`config.mk`:
```
export PLATFORM = sky130hd
export DESIGN_NAME = serial_word_tx
export DESIGN_NICKNAME = d
export VERILOG_FILES = /design/src/rtl/serial_link_pkg.sv /design/src/rtl/piso_shift_reg.sv /design/src/rtl/serial_word_tx.sv
export SDC_FILE = /design/constraint.sdc
export NUM_CORES = 1
export LEC_CHECK = 0
export BUFFER_PORTS_ARGS = -buffer_cell sky130_fd_sc_hd__buf_4
export CORE_UTILIZATION = 38
export CTS_CLUSTER_DIAMETER = 40
export DETAILED_ROUTE_END_ITERATION = 8
export PLACE_DENSITY = 0.62
export SLEW_MARGIN = 5
export SYNTH_ARGS = -nofsm -noshare
export SYNTH_HDL_FRONTEND = slang
export SYNTH_SLANG_ARGS = --single-unit
export TNS_END_PERCENT = 50
```
`constraint.sdc`:
```
create_clock -name i_clk -period 2.1 [get_ports i_clk]
set_input_delay 0.315 -clock i_clk [delete_from_list [all_inputs] [get_ports i_clk]]
set_output_delay 0.315 -clock i_clk [all_outputs]
set_load 0.05 [all_outputs]
```
`src/rtl/serial_link_pkg.sv`:
```
// Shared definitions for the bit-serial link (transmitter and receiver).
// The SERIAL_TX_PARITY_EN macro appends an even-parity bit to every frame.
package serial_link_pkg;

  localparam int unsigned DATA_WIDTH_DEFAULT = 24;

  typedef enum logic [1:0] {
    ST_IDLE  = 2'd0,
    ST_REQ   = 2'd1,
    ST_SHIFT = 2'd2,
    ST_DONE  = 2'd3
  } state_e;

  function automatic int unsigned frame_bits(input int unsigned data_width);
`ifdef SERIAL_TX_PARITY_EN
    return data_width + 1;
`else
    return data_width;
`endif
  endfunction

endpackage

```
`src/rtl/piso_shift_reg.sv`:
```
// Parallel-in serial-out shift register; shifts right and exposes bit 0.
module piso_shift_reg #(
  parameter int unsigned WIDTH = 24
) (
  input  logic             i_clk,
  input  logic             i_rst,
  input  logic             i_en,
  input  logic             i_load,
  input  logic             i_shift,
  input  logic [WIDTH-1:0] i_data,
  output logic             o_bit0
);

  logic [WIDTH-1:0] r_shreg;

  always_ff @(posedge i_clk) begin
    if (!i_rst) begin
      r_shreg <= '0;
    end else if (i_en) begin
      if (i_load) begin
        r_shreg <= i_data;
      end else if (i_shift) begin
        r_shreg <= {1'b0, r_shreg[WIDTH-1:1]};
      end
    end
  end

  assign o_bit0 = r_shreg[0];

endmodule

```
`src/rtl/serial_word_tx.sv`:
```
// Parallel-to-serial transmitter, LSB first, over the serial valid/ready link.
// Define SERIAL_TX_PARITY_EN to append an even-parity bit after the MSB.
module serial_word_tx
  import serial_link_pkg::*;
#(
  parameter int unsigned DATA_WIDTH = DATA_WIDTH_DEFAULT
) (
  input  logic                  i_clk,
  input  logic                  i_rst,
  input  logic                  i_en,
  input  logic [DATA_WIDTH-1:0] i_word,
  input  logic                  i_word_valid,
  output logic                  o_word_ready,
  output logic                  o_dout_valid,
  input  logic                  i_ready,
  output logic                  o_dout
);

  localparam int unsigned FRAME_BITS = frame_bits(DATA_WIDTH);
  localparam int unsigned CNT_W      = $clog2(FRAME_BITS + 1);
  localparam logic [CNT_W-1:0] LAST_CNT = CNT_W'(FRAME_BITS - 1);

  state_e                r_state;
  logic [CNT_W-1:0]      r_cnt;
  logic                  r_dout;
  logic                  r_dout_valid;
  logic                  w_accept;
  logic                  w_shift;
  logic                  w_bit0;
  logic [FRAME_BITS-1:0] w_load_data;

`ifdef SERIAL_TX_PARITY_EN
  assign w_load_data = {^i_word, i_word};
`else
  assign w_load_data = i_word;
`endif

  assign o_word_ready = i_rst && i_en && (r_state == ST_IDLE);
  assign w_accept     = o_word_ready && i_word_valid;
  // The register always presents the next bit at bit 0, so shift at E and every SHIFT edge.
  assign w_shift      = ((r_state == ST_REQ) && i_ready) || (r_state == ST_SHIFT);

  piso_shift_reg #(
    .WIDTH (FRAME_BITS)
  ) u_piso (
    .i_clk   (i_clk),
    .i_rst   (i_rst),
    .i_en    (i_en),
    .i_load  (w_accept),
    .i_shift (w_shift),
    .i_data  (w_load_data),
    .o_bit0  (w_bit0)
  );

  always_ff @(posedge i_clk) begin
    if (!i_rst) begin
      r_state      <= ST_IDLE;
      r_cnt        <= '0;
      r_dout       <= 1'b0;
      r_dout_valid <= 1'b0;
    end else if (i_en) begin
      case (r_state)
        ST_IDLE: begin
          if (i_word_valid) begin
            r_state      <= ST_REQ;
            r_dout_valid <= 1'b1;
          end
        end
        ST_REQ: begin
          if (i_ready) begin
            r_state <= ST_SHIFT;
            r_cnt   <= '0;
            r_dout  <= w_bit0;
          end
        end
        ST_SHIFT: begin
          r_cnt <= r_cnt + CNT_W'(1);
          if (r_cnt == LAST_CNT) begin
            r_state      <= ST_DONE;
            r_dout       <= 1'b0;
            r_dout_valid <= 1'b0;
          end else begin
            r_dout <= w_bit0;
          end
        end
        ST_DONE: begin
          // Wait for the receiver to drop ready so a held ready cannot start the next frame.
          if (!i_ready) begin
            r_state <= ST_IDLE;
          end
        end
        default: r_state <= ST_IDLE;
      endcase
    end
  end

  assign o_dout       = r_dout;
  assign o_dout_valid = r_dout_valid;

endmodule

```
==> results of run 1 <==
## final timing paths
| path | startpoint | endpoint | slack (ns) | depth (start not counted) |
|---|---|---|---|---|
| max reg2reg | r_state[0] | u_piso.r_shreg[2] | 0.39 | 5 |
| min reg2reg | u_piso.r_shreg[4] | u_piso.r_shreg[3] | 0.48 | 2 |
| min | i_word[19] | u_piso.r_shreg[19] | 0.33 | 3 |
| max | r_state[0] | u_piso.r_shreg[2] | 0.39 | 5 |
## routing by layer
| metal | wire length [µm] | share of wire [%] | global-route usage, % | vias up |
|---|---|---|---|---|
| li1 | - | - | - | 797 |
| met1 | 2000 | 50 | 26.2 | 716 |
| met2 | 1650 | 42 | 25.0 | 52 |
| met3 | 245 | 6.2 | 5.43 | 7 |
| met4 | 71 | 1.8 | 8.59 | 0 |
| met5 | 0 | 0 | 0 | - |
## through the flow
step / instance area [µm²] / power (mW) / utilization (%) / hold WS [ns] / setup WS [ns]
after global placement: 1910 / 0.958 / 46.2 / 0.471 / 0.453
after floorplan: 1690 / 0.874 / - / 0.456 / 0.567
after CTS: 2000 / 1.44 / 48.2 / 0.331 / 0.373
after detailed placement: 1910 / 0.958 / 46.2 / 0.471 / 0.401
final: 2000 / 1.43 / 48.2 / 0.335 / 0.392
after global routing: 2000 / 1.51 / 48.2 / 0.338 / 0.225
## power breakdown
| group | internal (mW) | switching [mW] | leakage, nW |
|---|---|---|---|
| clock network | 0.260 | 0.219 | 0.0443 |
| logic | 0.105 | 0.158 | 0.465 |
| registers | 0.664 | 0.0204 | 0.269 |
## worst max-delay path, stage by stage (launching register included)
cell	delay [ns]
dfxtp_1	0.34
inv_1	0.09
ha_1	0.44
a21o_2	0.42
nand3_1	0.13
a31oi_1	0.20
## cell type report
| type | instances | area (µm²) | share of cell area [%] |
|---|---|---|---|
| repair buffers | 34 | 268 | 13.4 |
| inverters | 5 | 18.8 | 0.939 |
| clock buffers | 7 | 86.3 | 4.32 |
| flip-flops and latches | 33 | 661 | 33.0 |
| well taps | 50 | 62.6 | 3.13 |
| multi-input cells | 140 | 903 | 45.2 |
## logic make-up after synthesis
family                   share of synthesized area, %
multiplexers                                     2.74
AND/OR/NAND/NOR                                  13.7
AO/OA/AOI/OAI                                    33.4
flip-flops                                       39.2
buffers and inverters                            7.27
adder cells (fa/ha/maj)                          3.71
## cell usage after synthesis (all sizes together)
cell	count	area, µm²
a41o	3	30.0
a2111oi	1	27.5
nand2	2	7.51
nand3	24	120
a21oi	5	28.8
o41a	1	11.3
o311a	1	10.0
nand4	2	12.5
o21a	1	7.51
o2111ai	3	26.3
a21o	1	8.76
o21ai	51	255
buf	9	57.6
nand2b	1	8.76
a31oi	24	150
ha	5	62.6
inv	5	18.8
o211ai	1	7.51
mux2	2	26.3
clkbuf	10	37.5
and3	5	31.3
and2b	1	7.51
nand4b	2	32.5
nor4	1	6.26
dlygate4sd1	1	8.76
dfxtp	33	661
mux2i	2	20.0
nor3	1	5.00
## state kept, by name (all words and copies together) (netlist names)
name,flops
u_piso.r_shreg,24
o_dout,1
o_dout_valid,1
r_state,2
r_cnt,5
==> flow_summary.yaml, run 1 <==
die:
  start_util_pct: 40.7
  die_height_um: 68.6
  dieArea_mm2: 0.00471
  row_count: 23
  core_mm2: 0.00414
  io_pins: 32
  die_w_um: 68.6
timing:
  tightest_slew_ns: 0.500
  setup_viol: 0
  setup_tns_ns: 0
  min_period_ns: 1.71
  hold_viol_final: 0
  max_slew_margin_pct: 66.6
  rsz0062_at_grt: "no"
  fin_skew_ns: 0.00319
  post-route-period-util_pct: 81.3
  fmax_mhz: 585
  finalMaxSlewViolations: 0
power:
  irDropWorstVdd_v: 0.000339
  power.leakage_nw: 0.778
  p_per_area_mw_per_mm2: 713
clock_network:
  clockBufferDepth: 2
  hold_buffers: 0
  cts-buffers-inserted: 5
  cts_root_buf: "clkbuf_8"
  clkSinkCount: 33
  clk_pin_slew_ns: 0.06
  ctsResizeCount: 0
  cts_post_setup_buffers_inserted: 0
  h-tree-depth: 2
  cts_tree: "done"
  insertion_delay_ns: 0.28
detailed_routing:
  wl_mm: 3.97
  drt_iter0_drc: 132
  drc_errors: 0
  wire_per_inst_um: 14.7
  routed_via_density: 5.84
  drtAntennaViolNets: 0
  dr.pass1.iters: 4
  vias: 1572
placed_design:
  dp_hpwl_mm: 2.44
  dpl.cell_count: 262
  routabilityCongestion: 0.776
  portBuffers: 31
global_route:
  grt_max_degree: 48
  grt_pass1_wl_mm: 6.34
  antenna_found_initial: 0
  grt_remaining_overflow: 0
  grt_pass1_vias: 1321
  grt_usage_pct: 18.4
synth:
  syn_area_mm2: 0.00169
  yosysWarnings: 0
  synthCells: 198
  synth.distinct_cells: 34
  syn_avg_cell_area_um2: 8.52
  synth_seq_cells: 33
  synth_nets: 232
  ys_seq_area_share_pct: 39.2
finish:
  nNetsFinal: 253
  fillCellCount: 426
  areaGrowthSynthToFinish_pct: 18.5
  drive_gt1_share_pct: 21.9
  num_antenna_cells: 0
  fin_cells: 269
  mostFrequentLayoutCells: "o21ai_0 (50), buf_4 (33), dfxtp_1 (33)"
  mostFrequentLayoutCell: "o21ai_0"
hold_path:
  min_path_type: "input pin to flip-flop"
setup_path:
  worstPathRequired_ns: 2.30
  arrival_ns: 1.91
  worstSetupPathType: "flip-flop to flip-flop"
  crit_path_end_kind: "flip-flop"
  crit_fanout: 23
  start_kind: "flip-flop"
outcome:
  status: "finished clean"
flow_run:
  max_cap_violations: 0
Power figures use the tool's default switching activity.
==> run 2, diff against run 1 <==
- PLACE_DENSITY: 0.62 -> 0.65
- clock period: 2.1 -> 1.56 ns (I/O delays scaled with it)
==> run 2 against run 1 <==
  * The flow now finishes with violations (negative setup slack)
  * Sequential cell count unchanged
  * Register-to-register slack got worse by 0.38 ns
  * Via count grew 2.6%
  * Hold slack worse by 0.097 ns
  * Non-clock buffer count up 11
  * Count of clock-buffer cells in the layout shrank 1
  * Critical path type is now flip-flop to output pin
  * Highest routed layer unchanged
==> flow_summary.yaml, run 2 (synthesis gave the netlist of run 1 again) <==
finish:
  nNetsFinal: 264
  mostFrequentLayoutCells: "o21ai_0 (50), buf_4 (41), dfxtp_1 (31)"
  num_antenna_cells: 0
  largestRegisters: "u_piso.r_shreg (24), r_cnt (5), r_state (2)"
  areaGrowthSynthToFinish_pct: 28.9
  mostFrequentLayoutCell: "o21ai_0"
  fin_cells: 281
  design_area_mm2: 0.00217
  largest_reg_flops: 24
  largest-register: "u_piso.r_shreg"
  drive_gt1_share_pct: 29.9
detailed_routing:
  drt_iter0_drc: 106
  vias: 1613
  routed_via_density: 5.74
  dr.pass1.iters: 4
  drtAntennaViolNets: 0
  wire_per_inst_um: 14.9
  wl_mm: 4.18
  drc_errors: 0
hold_path:
  min_path_type: "input pin to flip-flop"
  hold_depth: 3
placed_design:
  dp_hpwl_mm: 2.67
  portBuffers: 31
  place_ws_ns: 0.0256
  dpl.cell_count: 271
  placed_cell_area_mm2: 0.00199
  routabilityCongestion: 0.827
setup_path:
  path_cells: "inv_2 -> ha_4 -> buf_4 -> and3_4 -> buf_8"
  crit_fanout: 4
  worstPathRequired_ns: 1.33
  start_kind: "flip-flop"
  path_buf_inv: 3
  arrival_ns: 1.34
  r2r_slack_ns: 0.01
  critical_path_depth: 5
  path_delay_family: "buffers and inverters"
  cpPeakStageDelay_ns: 0.33
  cpMaxStageDelayCell: "dfxtp_2"
  worstSetupPathType: "flip-flop to output pin"
  r2r_cells: 5
  crit_path_end_kind: "output pin"
clock_network:
  insertion_delay_ns: 0.28
  h-tree-depth: 2
  clockBufferDepth: 2
  clk_pin_slew_ns: 0.07
  cts_root_buf: "clkbuf_8"
  cts-buffers-inserted: 5
  hold_buffers: 0
  clkSinkCount: 33
  cts_tree: "done"
global_route:
  grt_max_degree: 32
  grt_pass1_wl_mm: 6.56
  grt_pass1_vias: 1403
  grt_remaining_overflow: 0
  grt_usage_pct: 18.8
  antenna_found_initial: 0
outcome:
  status: "finished, violations left"
  violations: "negative setup slack"
power:
  netSwitchingFraction_pct: 29.4
  p_clk_share_pct: 31.3
  irDropWorstVdd_v: 0.000391
  internal_power_mw: 1.41
  comb_power_share_pct: 22.5
  p_per_area_mw_per_mm2: 917
  p_sw_uw: 586
  power.leakage_nw: 0.845
  p_seq_share_pct: 46.2
  finalPower_mw: 1.99
timing:
  hold_viol_final: 0
  finalMaxSlewViolations: 0
  fmax_mhz: 636
  setup_tns_ns: -0.0114
  fin_ws_ns: -0.0114
  max_slew_margin_pct: 74.1
  fin_skew_ns: 0.00367
  min_period_ns: 1.57
  post-route-period-util_pct: 101
  tightest_slew_ns: 0.387
  rsz0062_at_grt: "yes"
  setup_viol: 1
die:
  core_mm2: 0.00414
  dieArea_mm2: 0.00471
  io_pins: 32
  row_count: 23
  start_util_pct: 40.7
  die_height_um: 68.6
  die_w_um: 68.6
flow_run:
  max_cap_violations: 0
## run 2: power groups by stage
stage | registers [mW] | clock network, mW | logic [mW]
2_1_floorplan | 0.941 | 0 | 0.235
5_1_grt | 0.925 | 0.679 | 0.494
4_1_cts | 0.919 | 0.634 | 0.413
3_5_place_dp | 0.938 | 0 | 0.398
6_report | 0.921 | 0.623 | 0.448
3_3_place_gp | 0.937 | 0 | 0.392
## run 2: repair_timing
action                     in CTS  in global routing
setup endpoints to repair       1                 32
pin swaps                       0                  4
setup buffers                   1                  1
resized for setup               7                 11
## run 2: final timing paths
check,end,from
setup / recovery,o_word_ready,r_state[1]
hold / removal,u_piso.r_shreg[23],i_word[23]
setup reg to reg,r_state[1],r_state[1]
hold reg to reg,u_piso.r_shreg[8],u_piso.r_shreg[9]
## run 2: per-stage QoR
step	hold slack (ns)	utilization (%)
6_report	0.238	52.4
5_1_grt	0.250	52.4
4_1_cts	0.251	50.7
3_5_place_dp	0.473	48.1
3_3_place_gp	0.465	48.1
2_1_floorplan	0.382	-
## run 2: cell type report
cell class,count,area [µm²]
sequential,33,663
timing repair buffer,45,374
clock buffer,6,72.6
clock inverter,2,10.0
inverter,5,18.8
tap,50,62.6
multi-input combinational,140,972
fill,421,1970
## run 2: metal layers
metal  vias to the layer above  GRT usage, %  routed length, µm
li1                        816             -                  -
met1                       756          23.9               2070
met2                        34          30.1               1880
met3                         7          4.44                169
met4                         0          7.81                 61
met5                         -             0                  0
## run 2: worst min-delay path: stages
cell and delay (ns):
buf_4 0.11, nand3_1 0.08, a21oi_1 0.05
==> run 3, diff against run 2 <==
- SETUP_SLACK_MARGIN: unset -> 0.05
==> run 3 against run 2 <==
  * The flow now finishes without violations
  * First-iteration DRC count down 15%
  * Die area unchanged
  * Hold slack better by 0.015 ns
  * Sequential cell count unchanged
  * Power up 2.5%
  * Maximum frequency up 4.7%
  * Count of clock-buffer cells in the layout up 1
  * Clock skew up 0.0063 ns
  * Global-route usage down 0.51 points
  * Setup slack better by 0.071 ns
==> flow_summary.yaml, run 3 (synthesis gave the netlist of run 1 again) <==
outcome:
  status: "finished clean"
setup_path:
  crit_path_end_kind: "flip-flop"
  r2r_slack_ns: 0.06
  r2r_cells: 6
  crit_fanout: 4
  worstSetupPathType: "flip-flop to flip-flop"
  reg2reg_from: "r_state[1]"
  cp-startpoint: "r_state[1]"
  arrival_ns: 1.71
  timing.rr.end: "r_cnt[0]"
  start_kind: "flip-flop"
  worstPathRequired_ns: 1.77
global_route:
  grt_pass1_vias: 1431
  grt_max_degree: 48
  grt_pass1_wl_mm: 6.35
  grt_remaining_overflow: 0
  grt_usage_pct: 18.3
  antenna_found_initial: 0
power:
  finalPower_mw: 2.04
  p_per_area_mw_per_mm2: 952
  irDropWorstVdd_v: 0.000488
  power.leakage_nw: 0.838
clock_network:
  cts_root_buf: "clkbuf_8"
  cts_tree: "done"
  h-tree-depth: 2
  clockBufferDepth: 2
  clkSinkCount: 33
  cts-buffers-inserted: 5
  clk_pin_slew_ns: 0.07
  insertion_delay_ns: 0.28
die:
  die_w_um: 68.6
  die_height_um: 68.6
  dieArea_mm2: 0.00471
  io_pins: 32
  start_util_pct: 40.7
  core_mm2: 0.00414
  row_count: 23
hold_path:
  min_path_type: "input pin to flip-flop"
  worstHoldStart: "i_word[8]"
  hold_depth: 3
  min_to: "u_piso.r_shreg[8]"
finish:
  mostFrequentLayoutCells: "o21ai_0 (50), buf_4 (40), dfxtp_1 (31)"
  largest-register: "u_piso.r_shreg"
  areaGrowthSynthToFinish_pct: 27.2
  nNetsFinal: 262
  design_area_mm2: 0.00215
  largest_reg_flops: 24
  utilization_pct: 51.8
  largestRegisters: "u_piso.r_shreg (24), r_cnt (5), r_state (2)"
  num_antenna_cells: 0
  mostFrequentLayoutCell: "o21ai_0"
  drive_gt1_share_pct: 29.7
timing:
  finalMaxSlewViolations: 0
  tightest_slew_ns: 0.358
  fin_skew_ns: 0.00997
  fmax_mhz: 667
  setup_tns_ns: 0
  post-route-period-util_pct: 96.2
  setup_viol: 0
  hold_slack_ns: 0.253
  rsz0062_at_grt: "yes"
  min_period_ns: 1.50
  hold_viol_final: 0
  max_slew_margin_pct: 75.5
placed_design:
  placed_cell_area_mm2: 0.00199
  portBuffers: 31
  dp_hpwl_mm: 2.52
  routabilityCongestion: 0.754
detailed_routing:
  wl_mm: 4.11
  dr.pass1.iters: 4
  drt_iter0_drc: 90
  drtAntennaViolNets: 0
  wire_per_inst_um: 14.7
  vias: 1646
  drc_errors: 0
  routed_via_density: 5.90
flow_run:
  max_cap_violations: 0
==> run 3: layout make-up <==
class	instances	area, µm²
fillers	406	2000
multi-input cells	140	948
flip-flops and latches	33	663
repair buffers	43	352
clock buffers	7	96.3
well taps	50	62.6
inverters	5	18.8
clock inverters	1	5.00
==> run 3: worst max path at each step <==
stage	to	slack, ns	cells after the start
final	r_cnt[0]	0.06	6
after global routing	r_cnt[0]	-0.05	6
after CTS	o_word_ready	0.04	4
after detailed placement	r_state[1]	0.01	5
after global placement	r_state[1]	0.03	5
after floorplan	r_state[1]	0.09	5
==> run 3: worst max-delay path, cell delays in order (launching register included) <==
cell	delay [ns]
dfxtp_2	0.33
inv_2	0.09
ha_2	0.20
buf_4	0.15
mux2i_1	0.36
o21ai_0	0.16
a21oi_1	0.14
==> run 3: where the power goes <==
part / internal (mW) / switching (mW) / leakage, nW / total, mW
Clock: 0.399 / 0.308 / 0.0542 / 0.706
Sequential: 0.894 / 0.0283 / 0.270 / 0.922
Combinational: 0.185 / 0.230 / 0.514 / 0.414
==> run 3: what timing repair did <==
action / 4_1_cts / 5_1_grt
pin swaps: 0 / 2
hold buffers: 0 / 0
endpoints found under the setup margin: 12 / 28
gates resized for setup: 5 / 8
setup buffers: 0 / 1
==> run 3: per-stage QoR <==
step,worst slack (ns),instances
after floorplan,0.0867,198
after global placement,0.0332,270
after detailed placement,0.0100,270
after CTS,0.0392,278
after global routing,-0.0520,279
final,0.0597,279
==> run 3: per-layer routing <==
metal	GRT usage (%)	part of all wire, %	up-vias	routed length, µm
li1	-	-	813	-
met1	22.8	47	770	1940
met2	30.1	46	56	1900
met3	4.44	5.3	7	218
met4	7.03	1.4	0	59
met5	0	0	-	0
